$ cat config.mk
export PLATFORM = sky130hd
export DESIGN_NAME = rf_wb_arb
export DESIGN_NICKNAME = d
export VERILOG_FILES = /design/src/rtl/rf_wb_arb.sv
export SDC_FILE = /design/constraint.sdc
export NUM_CORES = 1
export LEC_CHECK = 0
export BUFFER_PORTS_ARGS = -buffer_cell sky130_fd_sc_hd__clkbuf_2
export CELL_PAD_IN_SITES_DETAIL_PLACEMENT = 0
export CELL_PAD_IN_SITES_GLOBAL_PLACEMENT = 1
export CORE_ASPECT_RATIO = 0.8
export CORE_MARGIN = 2
export CORE_UTILIZATION = 35
export CTS_CLUSTER_DIAMETER = 200
export DETAILED_ROUTE_END_ITERATION = 16
export PLACE_DENSITY_LB_ADDON = 0.1
export SLEW_MARGIN = 0
export SYNTH_ARGS = -nofsm -noshare
export SYNTH_HDL_FRONTEND = slang
export SYNTH_SLANG_ARGS = --single-unit
export TNS_END_PERCENT = 100
$ cat constraint.sdc
create_clock -name clk -period 2.34 [get_ports clk]
set_input_delay 0.234 -clock clk [delete_from_list [all_inputs] [get_ports clk]]
set_output_delay 0.234 -clock clk [all_outputs]
set_load 0.1 [all_outputs]
$ cat src/rtl/rf_wb_arb.sv
// rtl/rf_wb_arb.sv - register-file writeback arbiter for ALU, load unit and PC update
// PC normally has priority; a starved general requester eventually wins, ALU/LD share by round-robin.
module rf_wb_arb #(
  parameter int DW         = 16,
  parameter int AW         = 4,
  parameter int PC_REG     = 15,
  parameter int STARVE_MAX = 4
) (
  input  logic              clk,
  input  logic              rst_n,
  input  logic              alu_valid,
  output logic              alu_ready,
  input  logic [AW-1:0]     alu_addr,
  input  logic [DW-1:0]     alu_data,
  input  logic              ld_valid,
  output logic              ld_ready,
  input  logic [AW-1:0]     ld_addr,
  input  logic [DW-1:0]     ld_data,
  input  logic              pc_valid,
  output logic              pc_ready,
  input  logic [DW-1:0]     pc_wdata,
  input  logic              rsv_en,
  input  logic [AW-1:0]     rsv_addr,
  output logic              w_en,
  output logic [AW-1:0]     w_addr,
  output logic [DW-1:0]     w_data,
  output logic              pc_en,
  output logic [AW-1:0]     pc_addr,
  output logic [DW-1:0]     pc_data,
  output logic [2**AW-1:0]  busy
);

  localparam int NR = 2**AW;

  logic [2:0]    starve_cnt;
  logic [2:0]    starve_nxt;
  logic          rr_ld;        // 1: load unit wins the next ALU/LD tie
  logic          gen_valid;
  logic          starved;
  logic          gen_win;
  logic          pick_ld;
  logic          gen_xfer;
  logic          pc_xfer;
  logic [AW-1:0] gen_addr;
  logic [DW-1:0] gen_data;
  logic [NR-1:0] busy_nxt;

  always_comb begin
    gen_valid = alu_valid | ld_valid;
    starved   = (starve_cnt == 3'(STARVE_MAX));
    gen_win   = gen_valid & (~pc_valid | starved);
    pick_ld   = ld_valid & (~alu_valid | rr_ld);

    // Readies are forced low during reset so nothing can handshake.
    alu_ready = rst_n & gen_win & ~pick_ld;
    ld_ready  = rst_n & gen_win & pick_ld;
    pc_ready  = rst_n & pc_valid & ~gen_win;

    gen_xfer  = alu_ready | ld_ready;
    pc_xfer   = pc_ready;
    gen_addr  = pick_ld ? ld_addr : alu_addr;
    gen_data  = pick_ld ? ld_data : alu_data;
  end

  always_comb begin
    starve_nxt = starve_cnt;
    if (gen_xfer || !gen_valid)
      starve_nxt = 3'd0;
    else if (!starved)
      starve_nxt = starve_cnt + 3'd1;
  end

  // Reservation is applied last so a same-edge set beats any clear.
  always_comb begin
    busy_nxt = busy;
    if (gen_xfer)
      busy_nxt[gen_addr] = 1'b0;
    if (pc_xfer)
      busy_nxt[PC_REG] = 1'b0;
    if (rsv_en)
      busy_nxt[rsv_addr] = 1'b1;
  end

  always_ff @(posedge clk or negedge rst_n) begin
    if (!rst_n) begin
      w_en       <= 1'b0;
      w_addr     <= '0;
      w_data     <= '0;
      pc_en      <= 1'b0;
      pc_addr    <= AW'(PC_REG);
      pc_data    <= '0;
      busy       <= '0;
      starve_cnt <= 3'd0;
      rr_ld      <= 1'b0;
    end else begin
      w_en       <= gen_xfer;
      pc_en      <= pc_xfer;
      starve_cnt <= starve_nxt;
      busy       <= busy_nxt;
      if (gen_xfer) begin
        w_addr <= gen_addr;
        w_data <= gen_data;
        rr_ld  <= ~pick_ld;
      end
      if (pc_xfer) begin
        pc_addr <= AW'(PC_REG);
        pc_data <= pc_wdata;
      end
    end
  end

endmodule

# After elaboration in Yosys (flattened, before gate mapping)

Index checks and enable logic that the tools add are counted.

Divide/modulo/power cells: 0
Reduce and logical (&&, ||, !) cells: 4
Multipliers: 0
Equal/unequal tests: 2
Bitwise gates (word level): 18
Muxes and demuxes: 11
Shifts and indexed selects: 0
Add/subtract/negate cells: 1
Magnitude comparators: 4

Operators by type and width:

| cell                  | count |
|---|---|
| $mux W16              | 3 |
| $and A16 B16 Y16      | 1 |
| $not A16 Y16          | 1 |
| $or A16 B16 Y16       | 1 |
| $lt A4 B5 Y1 const B  | 2 |
| $demux W1 S4          | 2 |
| $ge A4 B1 Y1 const B  | 2 |
| $and A1 B1 Y1         | 7 |
| $mux W3               | 2 |
| $mux W4               | 1 |
| $not A1 Y1            | 4 |
| $or A1 B1 Y1          | 4 |
| $add A3 B1 Y3 const B | 1 |
| $eq A3 B3 Y1 const B  | 1 |
| $mux W1               | 3 |
| $logic_and A1 B1 Y1   | 2 |
| $ne A2 B1 Y1 const B  | 1 |
| $logic_not A1 Y1      | 1 |
| $logic_or A1 B1 Y1    | 1 |

Bits of input ports: 66
Latch bits: 0
Output and inout port bits: 61
Bits in read-only memories: 0
Memories kept: 0
Bits in registers: 58
Memory bits (writable): 0
Logic and storage cells: 48

# Longest topological paths before layout

Depth in word-level cells: 14
Depth in mapped cells: 9
Depth with buffers taken out: 7

# Least setup slack after synthesis

OpenSTA, ideal clock, no wires.

Path type: register to output
Start point: register starve_cnt[0]
End point: output alu_ready
Slack: -0.365 ns
Data required time: 2.106 ns
Buffers on the path: 2
Stages on the path, launching flop included: 8
Arrival: 2.471 ns
Cell sequence: dfrtp_1 > inv_1 > ha_1 > nand2_2 > a21o_1 > buf_2 > buf_2 > nor2_1

Cells in the longest elaborated chain, start to end: 5

RTL lines:

| element                    | RTL line | RTL |
|---|---|---|
| start, declared            | 35       | `logic [2:0] starve_cnt;` |
| start signal, assigned     | 98       | `starve_cnt <= starve_nxt;` |
| $eq A3 B3 Y1               | 50       | `starved = (starve_cnt == 3'(STARVE_MAX));` |
| $or A1 B1 Y1               | 51       | `gen_win = gen_valid & (~pc_valid \| starved);` |
| $and A1 B1 Y1              | 51       |  |
| $and A1 B1 Y1 (2 in a row) | 55       | `alu_ready = rst_n & gen_win & ~pick_ld;` |
| end, declared              | 12       | `output logic alu_ready,` |

Every way passes these cells.

# Worst setup path in the final report

Start point: register rr_ld
End point: output ld_ready

Cells in the longest elaborated chain, start to end: 3

RTL lines:

| element                | RTL line | RTL |
|---|---|---|
| start, declared        | 37       | `logic rr_ld;` |
| start signal, assigned | 103      | `rr_ld <= ~pick_ld;` |
| $or A1 B1 Y1           | 52       | `pick_ld = ld_valid & (~alu_valid \| rr_ld);` |
| $and A1 B1 Y1          | 52       |  |
| $and A1 B1 Y1          | 56       | `ld_ready = rst_n & gen_win & pick_ld;` |
| end, declared          | 16       | `output logic ld_ready,` |

Every way passes these cells.

==> run metrics <==
clk_lat worst skew=0.34 ns; Post-synth top flop=dfrtp_1; number of setup violations in the final report=0; Synth area leaders=dfrtp_1 48%, nand2_1 7.0%, mux2_2 6.0%; # IOs=127; initial antenna violation count=0; RSZ-0062 raised after global routing=no; Setup CP Type=flop to primary output; largest area contributor in the netlist=dfrtp_1; Post-Route WL=7980 um; 1st-iter DRT viols=144; Die W=107 um; Yosys cell types=44; mux share of post-synthesis cell area=0.0635; Worst Tran Pin Value=approximately 0.74 ns; CTS sink cnt=58; number of gates resized after cts=0; initial core utilization=0.356; min-delay worst type=primary input to flop; CTS Buf Count=9; xor/xnor cell area share of the yosys netlist=0.00292; gpl congestion=0.828; EDFF count, synth=0; Leak=1.80 nW; Core ar.=8410 um^2; largest net degree at the start of global routing=59; Crit path largest cell delay=around 0.4 ns; outcome=completed; critical path peak fanout=14; GR Overflow Total=0; crit share post-route=0.902; Finished Core Util=0.465; H-tree depth=3; fillers=slightly below 900; synthesized area=3000 um^2; nets=504; CTS clock-pin slew for the worst setup and hold paths=roughly 0.070 ns; f_max=474 MHz; DP HPWL=about 5900 um; root buffer cell=clkbuf_8; CP cell instances=nand2b_1 > nand2_1 > nor2_2 > buf_12; largest family of logic cells by synthesized area=compound AO/OA/AOI/OAI gates; clk_skew=0.0100 ns; crit path DAT=1.88 ns; Ys Warns=0; Die Height=86.7 um; max-cap violations=0; Setup TNS=0 ns; Post-route DRC=0; syn avg cell area=9.57 um^2; antenna-violating nets left=0; CTS tree=built; num rows=30; crit end category=primary output; vias in the first global route=2402; Worst EP required=around 2.1 ns; Fin. Hold Viols=0; CTS Buffer Depth=2; compound-gate portion of the synthesized area=0.195; DRT Pass-1 Iters=5; mean routed wirelength per cell=roughly 14 um; crit path time final=2.11 ns; share of cells above drive strength 1=0.399; power density over the cells=1110 nW/um^2; register bit total from synthesis=58; Layout area overhead=30.6%; routed vias=2756; VDD IR-drop max=0.479 mV; startpoint types=flop; Total Die Area=just over 9000 um^2; Async S/R FF share, synth=1.00; final-report max-slew violation count=0; vias per inst=4.98; Post-Synthesis Cells=313; Crit-path slowest cell=nand2_1; first-pass GRT wire length=12200 um; GRT Util Overall=0.170; I/O Buffers=122; register area share after synthesis=0.485; Slew HR=0.508; diode count=0; Total Power=4.36 mW; adder-cell area share of the yosys netlist=0.00835; post-synth top area share=0.485; Post-Synth Simple-Gate Area=0.174
## logic make-up after synthesis
group | count (synthesis)
buffers and inverters | 36
XOR/XNOR | 1
AND/OR/NAND/NOR | 119
adder cells (fa/ha/maj) | 2
flip-flops | 58
AO/OA/AOI/OAI | 79
other | 1
multiplexers | 17
## per-layer routing
| layer | GRT usage | share of wire | wire (um) |
|---|---|---|---|
| met1 | 0.242 | 0.48 | 3810 |
| met2 | 0.245 | 0.42 | 3380 |
| met3 | 0.0564 | 0.087 | 695 |
| met4 | 0.0548 | 0.011 | 84 |
| met5 | 0 | 0 | 0 |
## placed cells by master, fill, tap and decap left out, drive strengths merged, types with 2 or more instances in the layout
cell type	instances
a2111oi	6
nand2	57
buf	18
clkinvlp	2
dfrtp	58
nor3	11
a21bo	4
a32oi	2
o211ai	4
a41oi	2
a211o	9
a31oi	20
a21o	3
a21oi	13
clkbuf	129
conb	4
o311ai	8
nand3	2
inv	9
nor2	30
o21ai	4
nand2b	11
mux2	16
ha	2
nand3b	2
clkinv	3
## cells in the mapped netlist (all sizes together), types with 2 or more instances
cell type,count
a211o,9
a21o,3
buf,24
dfrtp,58
a31oi,20
clkbuf,4
a21oi,13
a21bo,4
nor2,30
a41oi,2
nand2b,11
nand2,57
o311ai,8
a2111oi,6
ha,2
nand3b,2
o21ai,4
o211ai,4
nand3,2
a32oi,2
inv,8
mux2,16
nor3,11
## final cells by class
type,instances,area (um^2),area share
repair buffers,137,768,0.196
clock inverters,6,42.5,0.0109
well taps,112,140,0.0358
multi-input cells,222,1350,0.345
inverters,8,32.5,0.00831
flip-flops and latches,58,1450,0.371
clock buffers,10,128,0.0326
## critical path, delay by kind of cell (launching register included)
family,cells,cell delay (ns)
flip-flops,1,0.34
buffers and inverters,1,0.20
AND/OR/NAND/NOR,3,0.99
## final timing paths
kind                            start         to  slack, ns  cells past startpoint
min reg2reg                     rr_ld      rr_ld       0.50                      2
max reg2reg                     rr_ld  w_data[4]       0.56                      5
max                             rr_ld   ld_ready       0.23                      4
min in group asynchronous       rst_n    busy[7]       0.12                      2
min                        ld_data[1]  w_data[1]       0.11                      3
max in group asynchronous       rst_n    busy[5]       1.73                      2
## per-stage QoR
step,setup WS (ns),cell area (um^2),instances,hold WS (ns)
after floorplan,0.0963,3010,316,-0.0616
after global placement,0.444,3670,528,0.468
after detailed placement,0.394,3670,528,0.470
after CTS,0.0276,3840,544,0.102
after global routing,0.0728,3910,553,0.111
final,0.229,3910,553,0.113
## where the power goes
part	total (mW)	switching [mW]	internal, mW
Clock	0.808	0.423	0.385
Combinational	2.23	1.82	0.408
Sequential	1.32	0.113	1.21
## repair_timing
action | 4_1_cts | 5_1_grt
buffers inserted | 0 | 9
hold buffers | 0 | 0
endpoints found under the setup margin | 0 | 1
## flip-flops by register name, summed over array words and instances, names as in the netlist
signal and flops:
busy 16, pc_data 16, w_data 16, w_addr 4
starve_cnt 3, pc_en 1, rr_ld 1, w_en 1
No activity file was read; power rests on OpenSTA's default activity.
